==> src/rtl/cpu_mem_pkg.sv <==
// Shared definitions for the data-memory access path: width codes, FSM
// encoding, bus lane payload and the access-legality predicate.
package cpu_mem_pkg;

    localparam int unsigned DATA_W = 32;
    localparam int unsigned BE_W   = 4;

    localparam logic [2:0] FUN3_B  = 3'b000;
    localparam logic [2:0] FUN3_H  = 3'b001;
    localparam logic [2:0] FUN3_W  = 3'b010;
    localparam logic [2:0] FUN3_BU = 3'b100;
    localparam logic [2:0] FUN3_HU = 3'b101;

    typedef enum logic [1:0] {
        ST_IDLE = 2'd0,
        ST_REQ  = 2'd1,
        ST_DONE = 2'd2
    } state_t;

    typedef struct packed {
        logic [BE_W-1:0]   be;
        logic [DATA_W-1:0] wdata;
    } bus_lane_t;

    // True when the access must be refused: misaligned, or an undefined width code.
    function automatic logic access_bad(input logic [2:0] fun3, input logic [1:0] lane);
        logic bad;
        case (fun3)
            FUN3_B, FUN3_BU: bad = 1'b0;
            FUN3_H, FUN3_HU: bad = lane[0];
            FUN3_W:          bad = (lane != 2'b00);
            default:         bad = 1'b1;
        endcase
        return bad;
    endfunction

endpackage

==> src/rtl/mem_lane_align.sv <==
// Combinational datapath: store lane replication/byte enables and load
// lane select with sign or zero extension.
module mem_lane_align
    import cpu_mem_pkg::*;
(
    input  logic              st_we,
    input  logic [2:0]        st_fun3,
    input  logic [1:0]        st_lane,
    input  logic [DATA_W-1:0] st_wdata,
    output bus_lane_t         st_cmd_c,
    input  logic [2:0]        ld_fun3,
    input  logic [1:0]        ld_lane,
    input  logic [DATA_W-1:0] ld_word,
    output logic [DATA_W-1:0] ld_data_c
);

    logic [7:0]  ld_byte;
    logic [15:0] ld_half;

    // Byte enables follow the access width for both loads and stores; loads drive no data.
    always_comb begin
        st_cmd_c = '0;
        case (st_fun3)
            FUN3_B, FUN3_BU: begin
                st_cmd_c.be    = 4'b0001 << st_lane;
                st_cmd_c.wdata = {4{st_wdata[7:0]}};
            end
            FUN3_H, FUN3_HU: begin
                st_cmd_c.be    = 4'b0011 << {st_lane[1], 1'b0};
                st_cmd_c.wdata = {2{st_wdata[15:0]}};
            end
            FUN3_W: begin
                st_cmd_c.be    = 4'b1111;
                st_cmd_c.wdata = st_wdata;
            end
            default: st_cmd_c = '0;
        endcase
        if (!st_we) begin
            st_cmd_c.wdata = '0;
        end
    end

    always_comb begin
        ld_byte = 8'h00;
        case (ld_lane)
            2'd0: ld_byte = ld_word[7:0];
            2'd1: ld_byte = ld_word[15:8];
            2'd2: ld_byte = ld_word[23:16];
            2'd3: ld_byte = ld_word[31:24];
            default: ld_byte = 8'h00;
        endcase
        ld_half = ld_lane[1] ? ld_word[31:16] : ld_word[15:0];
    end

    always_comb begin
        ld_data_c = '0;
        case (ld_fun3)
            FUN3_B:  ld_data_c = {{24{ld_byte[7]}}, ld_byte};
            FUN3_BU: ld_data_c = {24'h000000, ld_byte};
            FUN3_H:  ld_data_c = {{16{ld_half[15]}}, ld_half};
            FUN3_HU: ld_data_c = {16'h0000, ld_half};
            FUN3_W:  ld_data_c = ld_word;
            default: ld_data_c = '0;
        endcase
    end

endmodule

==> src/rtl/mem_access_unit.sv <==
// Data-memory access sequencer: turns a CPU load/store request into a
// req/ack bus transaction with alignment checks and an ack timeout.
module mem_access_unit
    import cpu_mem_pkg::*;
#(
    parameter int unsigned ADDR_W  = 32,
    parameter int unsigned TIMEOUT = 255,
    parameter int unsigned CNT_W   = 8
) (
    input  logic              clk,
    input  logic              rst_n,
    input  logic              cpu_req,
    input  logic              cpu_we,
    input  logic [2:0]        cpu_fun3,
    input  logic [ADDR_W-1:0] cpu_addr,
    input  logic [DATA_W-1:0] cpu_wdata,
    output logic [DATA_W-1:0] cpu_rdata,
    output logic              MIO_ready,
    output logic              mem_err,
    output logic              bus_req,
    output logic              bus_we,
    output logic [ADDR_W-1:0] bus_addr,
    output logic [BE_W-1:0]   bus_be,
    output logic [DATA_W-1:0] bus_wdata,
    input  logic [DATA_W-1:0] bus_rdata,
    input  logic              bus_ack
);

    state_t            state, state_nx;
    logic              lat_we, lat_we_d;
    logic [2:0]        lat_fun3, lat_fun3_d;
    logic [1:0]        lat_lane, lat_lane_d;
    logic [CNT_W-1:0]  cnt, cnt_d;
    logic              bus_req_d, bus_we_d, ready_d, err_d;
    logic [ADDR_W-1:0] bus_addr_d;
    logic [BE_W-1:0]   bus_be_d;
    logic [DATA_W-1:0] bus_wdata_d, rdata_d;
    bus_lane_t         st_cmd_c;
    logic [DATA_W-1:0] ld_data_c;
    logic              bad_c, timeout_c;

    mem_lane_align u_align (
        .st_we     (cpu_we),
        .st_fun3   (cpu_fun3),
        .st_lane   (cpu_addr[1:0]),
        .st_wdata  (cpu_wdata),
        .st_cmd_c  (st_cmd_c),
        .ld_fun3   (lat_fun3),
        .ld_lane   (lat_lane),
        .ld_word   (bus_rdata),
        .ld_data_c (ld_data_c)
    );

    assign bad_c     = access_bad(cpu_fun3, cpu_addr[1:0]);
    // Ack in the final waiting cycle takes priority over the timeout.
    assign timeout_c = (TIMEOUT != 0) && !bus_ack && (cnt == CNT_W'(TIMEOUT - 32'd1));

    always_ff @(posedge clk or negedge rst_n) begin
        if (!rst_n) begin
            state <= ST_IDLE;
        end else begin
            state <= state_nx;
        end
    end

    always_comb begin
        state_nx = state;
        case (state)
            ST_IDLE: if (cpu_req) state_nx = bad_c ? ST_DONE : ST_REQ;
            ST_REQ:  if (bus_ack || timeout_c) state_nx = ST_DONE;
            ST_DONE: state_nx = ST_IDLE;
            default: state_nx = ST_IDLE;
        endcase
    end

    always_comb begin
        bus_req_d   = bus_req;
        bus_we_d    = bus_we;
        bus_addr_d  = bus_addr;
        bus_be_d    = bus_be;
        bus_wdata_d = bus_wdata;
        rdata_d     = cpu_rdata;
        ready_d     = 1'b0;
        err_d       = mem_err;
        lat_we_d    = lat_we;
        lat_fun3_d  = lat_fun3;
        lat_lane_d  = lat_lane;
        cnt_d       = cnt;
        case (state)
            ST_IDLE: begin
                if (cpu_req) begin
                    lat_we_d   = cpu_we;
                    lat_fun3_d = cpu_fun3;
                    lat_lane_d = cpu_addr[1:0];
                    if (bad_c) begin
                        ready_d = 1'b1;
                        err_d   = 1'b1;
                    end else begin
                        bus_req_d   = 1'b1;
                        bus_we_d    = cpu_we;
                        bus_addr_d  = {cpu_addr[ADDR_W-1:2], 2'b00};
                        bus_be_d    = st_cmd_c.be;
                        bus_wdata_d = st_cmd_c.wdata;
                        cnt_d       = '0;
                    end
                end
            end
            ST_REQ: begin
                if (bus_ack) begin
                    bus_req_d = 1'b0;
                    ready_d   = 1'b1;
                    err_d     = 1'b0;
                    if (!lat_we) rdata_d = ld_data_c;
                end else if (timeout_c) begin
                    bus_req_d = 1'b0;
                    ready_d   = 1'b1;
                    err_d     = 1'b1;
                    rdata_d   = '0;
                end else begin
                    cnt_d = cnt + CNT_W'(1);
                end
            end
            default: ;
        endcase
    end

    always_ff @(posedge clk or negedge rst_n) begin
        if (!rst_n) begin
            bus_req   <= 1'b0;
            bus_we    <= 1'b0;
            bus_addr  <= '0;
            bus_be    <= '0;
            bus_wdata <= '0;
            cpu_rdata <= '0;
            MIO_ready <= 1'b0;
            mem_err   <= 1'b0;
            lat_we    <= 1'b0;
            lat_fun3  <= '0;
            lat_lane  <= '0;
            cnt       <= '0;
        end else begin
            bus_req   <= bus_req_d;
            bus_we    <= bus_we_d;
            bus_addr  <= bus_addr_d;
            bus_be    <= bus_be_d;
            bus_wdata <= bus_wdata_d;
            cpu_rdata <= rdata_d;
            MIO_ready <= ready_d;
            mem_err   <= err_d;
            lat_we    <= lat_we_d;
            lat_fun3  <= lat_fun3_d;
            lat_lane  <= lat_lane_d;
            cnt       <= cnt_d;
        end
    end

endmodule

==> config.mk <==
export PLATFORM = sky130hd
export DESIGN_NAME = mem_access_unit
export DESIGN_NICKNAME = d
export VERILOG_FILES = /design/src/rtl/cpu_mem_pkg.sv /design/src/rtl/mem_lane_align.sv /design/src/rtl/mem_access_unit.sv
export SDC_FILE = /design/constraint.sdc
export NUM_CORES = 1
export LEC_CHECK = 0
export CORE_ASPECT_RATIO = 0.9
export CORE_UTILIZATION = 55
export DETAILED_ROUTE_END_ITERATION = 10
export DONT_BUFFER_PORTS = 1
export PLACE_DENSITY = 0.7
export SLEW_MARGIN = 20
export SYNTH_ARGS = -nofsm -noshare
export SYNTH_HDL_FRONTEND = slang
export SYNTH_SLANG_ARGS = --single-unit
==> constraint.sdc <==
create_clock -name clk -period 2.6 [get_ports clk]
set_input_delay 0.52 -clock clk [delete_from_list [all_inputs] [get_ports clk]]
set_output_delay 0.52 -clock clk [all_outputs]
set_load 0.1 [all_outputs]
* Yosys cells after proc, flatten, opt, wreduce, memory -nomap -nowiden *
Index checks and enable logic that the tools add are counted.

storage, ports and cells
  register bits = 118
  input bits = 104
  output and inout port bits = 104
  word-level logic and storage cells = 90

cells by class
  add/subtract/negate cells = 1
  eq/ne operators = 21
  shifts and indexed selects = 2
  muxes and demuxes = 33
  bitwise gates (word level) = 1
  reductions and logical operators = 19

operator list
  kind                                                              number
  32-bit case mux with 5 select lines                               1
  32-bit two-way mux                                                4
  36-bit case mux with 3 select lines                               1
  8-bit two-way mux                                                 4
  8-bit case mux with 4 select lines                                1
  16-bit two-way mux                                                1
  8-bit case mux with 2 select lines                                1
  2-bit != test (second input constant)                             7
  3-bit == test (second input constant)                             4
  1-bit two-way mux                                                 12
  8-bit by 1-bit adder with 8-bit output (second input constant)    1
  8-bit == test (second input constant)                             1
  4-bit AND reduction                                               2
  3-bit by 1-bit == test with 1-bit output (second input constant)  2
  3-bit by 2-bit == test with 1-bit output (second input constant)  2
  3-bit zero test                                                   2
  2-bit two-way mux                                                 3
  1-bit case mux with 2 select lines                                3
  3-bit AND reduction                                               2
  2-bit nonzero test                                                3
  5-bit AND reduction                                               1
  2-bit by 1-bit == test with 1-bit output (second input constant)  2
  2-bit == test (second input constant)                             2
  2-bit zero test                                                   2
  other kinds (11)                                                  13

* Logic depth before layout (Yosys ltp) *
  word-level depth = 6
  mapped depth = 7
  mapped depth without buffers = 6

* Cells and area by module *
Synthesis repeated with hierarchy kept, for this count alone.

second synthesis, totals
  cells, all modules = 529
  area total of the unflattened synthesis = 6148.4 um^2

modules (own cells, without submodules)
  module           instances  cells each  area an instance (um^2)  seq. area each (um^2)
  mem_access_unit  1          294         4509.3                   2952.8
  mem_lane_align   1          235         1639.1                   0.0

* Least setup slack after synthesis *
Ideal clock, no wire load.

  path type = input -> register
  start = input port cpu_fun3[0]
  end = register bus_wdata[18]
  library setup time = 0.126 ns
  arrival = 1.557 ns
  data required time = 2.474 ns
  setup slack = 0.917 ns
  cell stages on the path = 6
  path buffers = 2
  cells stage by stage = buf_2 > a21oi_1 > o21ai_1 > buf_2 > and2_1 > a221o_1

on the way
  cells in the longest elaborated chain, start to end = 5
  elaborated cells on any way between the ends = 12
  those cells by class = eq/ne: 4; mux: 3; bitwise: 1; reduce/logical: 4

RTL lines
  item                                                                    RTL line                                 text
  from (decl)                                                             mem_access_unit.sv:14                    input logic [2:0] cpu_fun3,
  3-bit by 1-bit == test with 1-bit output, or another cell as far along  cpu_mem_pkg.sv:28, mem_lane_align.sv:23
  2-bit OR reduction                                                      cpu_mem_pkg.sv:28, mem_lane_align.sv:23
  1-bit case mux with 3 select lines                                      cpu_mem_pkg.sv:28                        case (fun3)
  1-bit inverter (no line)                                                --
  3-bit AND reduction (no line)                                           --
  to (signal assigned)                                                    mem_access_unit.sv:146                   bus_wdata <= bus_wdata_d;
  to (decl)                                                               mem_access_unit.sv:24                    output logic [DATA_W-1:0] bus_wdata,

Parallel ways exist; a longest one is shown, timed or not.
A chain may end at the register's enable or synchronous reset.

* Worst setup path after layout *
  start = register state[1]
  end = register bus_wdata[19]

on the way
  cells in the longest elaborated chain, start to end = 2

RTL lines
  item                           RTL line               text
  from (decl)                    mem_access_unit.sv:29  state_t state, state_nx;
  from (signal assigned)         mem_access_unit.sv:62  state <= state_nx;
  2-bit zero test                mem_access_unit.sv:89  case (state)
  3-bit AND reduction (no line)  --

No other way between the ends.

==> impl_metrics.csv <==
group,metric,value,unit
layout,finalNetCount,663,
layout,n_antenna_cell,0,
logic_synthesis,netlist_top_cells_count,"nand2_1 (127), dfrtp_1 (118), a21oi_1 (45)",
drt,wl_per_cell,20.9,um
clock_tree,post_cts_buffers,0,
drt,via_per_inst,6.27,
sta,timing.setup.tns,0,ps
logic_synthesis,synthAdderAreaFrac,0.448,%
logic_synthesis,synth_edf_count,0,
drt,num_vias,4362,
clock_tree,clkTransAtPathRegs,60,ps
clock_tree,numCtsBuffers,17,
place,hpwl,9830,um
setup_path,rrSetupSlack,410,ps
sta,tightest_slew,1010,ps
clock_tree,tritoncts,"yes",
global_route,grt-busiest-layer,"met2",
die,dieArea,10600,um2
logic_synthesis,synth_top_family_by_area,"compound AO/OA/AOI/OAI gates",
logic_synthesis,ys_ff_latch,118,
drt,ant_nets,0,
sta,holdWs,-199,ps
sta,rsz0062_at_grt,"false",
sta,fin_skew,11.9,ps
place,io_buffers,0,
logic_synthesis,synth_top_area_share,52.9,%
global_route,overflow,0,
global_route,grt_pass1_wl,22800,um
logic_synthesis,synth_ff_type,"dfrtp_1",
logic_synthesis,synth_xor_area_share,0.157,%
setup_path,max_stage_delay,540,ps
die,core-area,9780,um2
clock_tree,cts_resized,0,
setup_path,r2r_cells,4,
global_route,grt_start_max_net_pins,119,
logic_synthesis,synth_largest_area_cell,"dfrtp_1",
global_route,grt_pass1_vias,4388,
logic_synthesis,syn_avg_cell_area,9.98,um2
hold_path,min_path_type,"in2async",
die,row_count,34,
sta,setup_viol,0,
setup_path,cp-start-kind,"flip-flop",
setup_path,required,2940,ps
setup_path,endpoint_kind,"flip-flop",
logic_synthesis,synth_compound_area_share,19.0,%
logic_synthesis,ys_types,54,
global_route,grt_usage,28.5,%
drt,drt-initial-drc-count,254,
logic_synthesis,yosys.area_share.simple,17.3,%
die,initial_core_util,57.1,%
run_status,outcome,"complete, but fails checks",
sta,maxSlewHeadroom,32.7,%
clock_tree,insertion_delay,420,ps
sta,fin_crit_sh,84.4,%
setup_path,crit_arrival,2540,ps
logic_synthesis,synth_cells,560,
global_route,globalRouteMet3Util,12.5,%
logic_synthesis,synth.mux.area_fraction,6.02,%
layout,final-seq-area,2950,um2
logic_synthesis,async_reset_ff_share,100,%
logic_synthesis,synth.most_common_cell,"nand2_1",
logic_synthesis,yosys_warnings,0,
global_route,met2_usage,44.6,%
setup_path,crit_path_top_delay_cell,"o211ai_1",
setup_path,path_depth,4,
clock_tree,cts.sinks,118,
setup_path,crit_buf_inv,0,
clock_tree,htreeDepth,4,
place,place_congestion,0.858,
logic_synthesis,syn_area,5590,um2
drt,drt_pass1_iterations,5,
drt,drc,0,
layout,syn_to_final_growth,14.0,%
job,drv.max_cap_violation_count,0,
layout,drive_gt1_share,13.2,%
sta,hold_viol,118,
sta,finalMaxSlewViolations,0,
global_route,use_met1,34.3,%
setup_path,cp_cell_sequence,"nor3b_2 > o211ai_1 > nor2_1 > a221o_1",
layout,multi_input_area,2420,um2
setup_path,crit_family,"simple AND/OR/NAND/NOR gates",
setup_path,critPathKind,"reg2reg",
layout,num-fill-cells,797,
sta,fmax,456,MHz
drt,wl,14500,um
setup_path,path_max_fanout,13,
die,die_h,97.6,um
die,io_pins,208,
die,chipWidth,108,um
logic_synthesis,yosys-top-cells-area,"dfrtp_1 (53%), nand2_1 (8.5%), mux2i_1 (4.3%)",
run_status,violations,"negative hold slack",
clock_tree,root_buffer,"clkbuf_16",
clock_tree,clock_path_buffers,2,
sta,period_minus_slack,2190,ps
global_route,antenna_found_initial,0,
logic_synthesis,ys_seq_area_share,52.9,%
## placed cells by master, fill, tap and decap left out, drive strengths merged, types with 5 or more instances in the layout
cell / instances
nor2: 34
nand3: 5
mux2i: 25
clkbuf: 20
buf: 17
nor3b: 5
a22o: 20
o21ai: 32
o211ai: 9
o2bb2ai: 16
a22oi: 8
bufinv: 6
nand2: 128
a21oi: 45
and2: 8
or3: 5
a32o: 7
a221o: 5
dfrtp: 118
nor2b: 8
mux2: 5
## per-layer routing
metal / wire length, um / part of all wire (%)
met4: 314 / 2.2
met1: 5600 / 39
met2: 7090 / 49
met3: 1530 / 11
met5: 0 / 0
## final timing paths
check                      startpoint             to
setup reg to reg             state[1]  bus_wdata[19]
max in group asynchronous       rst_n   bus_addr[14]
min in group clk              bus_ack        mem_err
hold reg to reg                lat_we         lat_we
hold / removal                  rst_n  bus_wdata[31]
setup / recovery             state[1]  bus_wdata[19]
## worst register-to-register path: stages (launching register included)
cell      delay [ps]
dfrtp_1          420
nor3b_2          490
o211ai_1         540
nor2_1           450
a221o_1          240
## flip-flops by register name (all words and copies together) (netlist names)
register   flops
bus_we         1
MIO_ready      1
bus_req        1
bus_wdata     32
mem_err        1
bus_be         4
cnt            8
state          2
lat_fun3       3
cpu_rdata     32
lat_we         1
lat_lane       2
bus_addr      30
## logic make-up (layout without fill, tap and decap cells)
group | Yosys count | after routing
AND/OR/NAND/NOR | 209 | 209
other | 1 | 2
AO/OA/AOI/OAI | 155 | 155
buffers and inverters | 43 | 52
adder cells (fa/ha/maj) | 2 | 2
XOR/XNOR | 1 | 1
flip-flops | 118 | 118
multiplexers | 31 | 31
## stage by stage
step                std cells  instance area [um2]  worst slack [ps]  util (%)  hold slack, ps
finish                    696                 6370               406      65.1            -199
floorplan                 561                 5590               917         -             224
global placement          664                 5690               406      58.2             228
CTS                       696                 6360               455      65.1            -209
global route              696                 6370               290      65.1            -217
detailed placement        664                 5690               357      58.2             227
## final cells by class
| cell class | instances | share of cell area, % |
|---|---|---|
| Inverter | 3 | 0.177 |
| Clock buffer | 20 | 7.02 |
| Timing Repair Buffer | 17 | 2.40 |
| Sequential cell | 118 | 46.4 |
| Multi-Input combinational cell | 400 | 38.0 |
| Clock inverter | 12 | 3.54 |
| Tap cell | 126 | 2.48 |
Power is left out: the tool's default activity adds up to more than one toggle a clock period on the data nets, which glitch-free logic cannot reach.
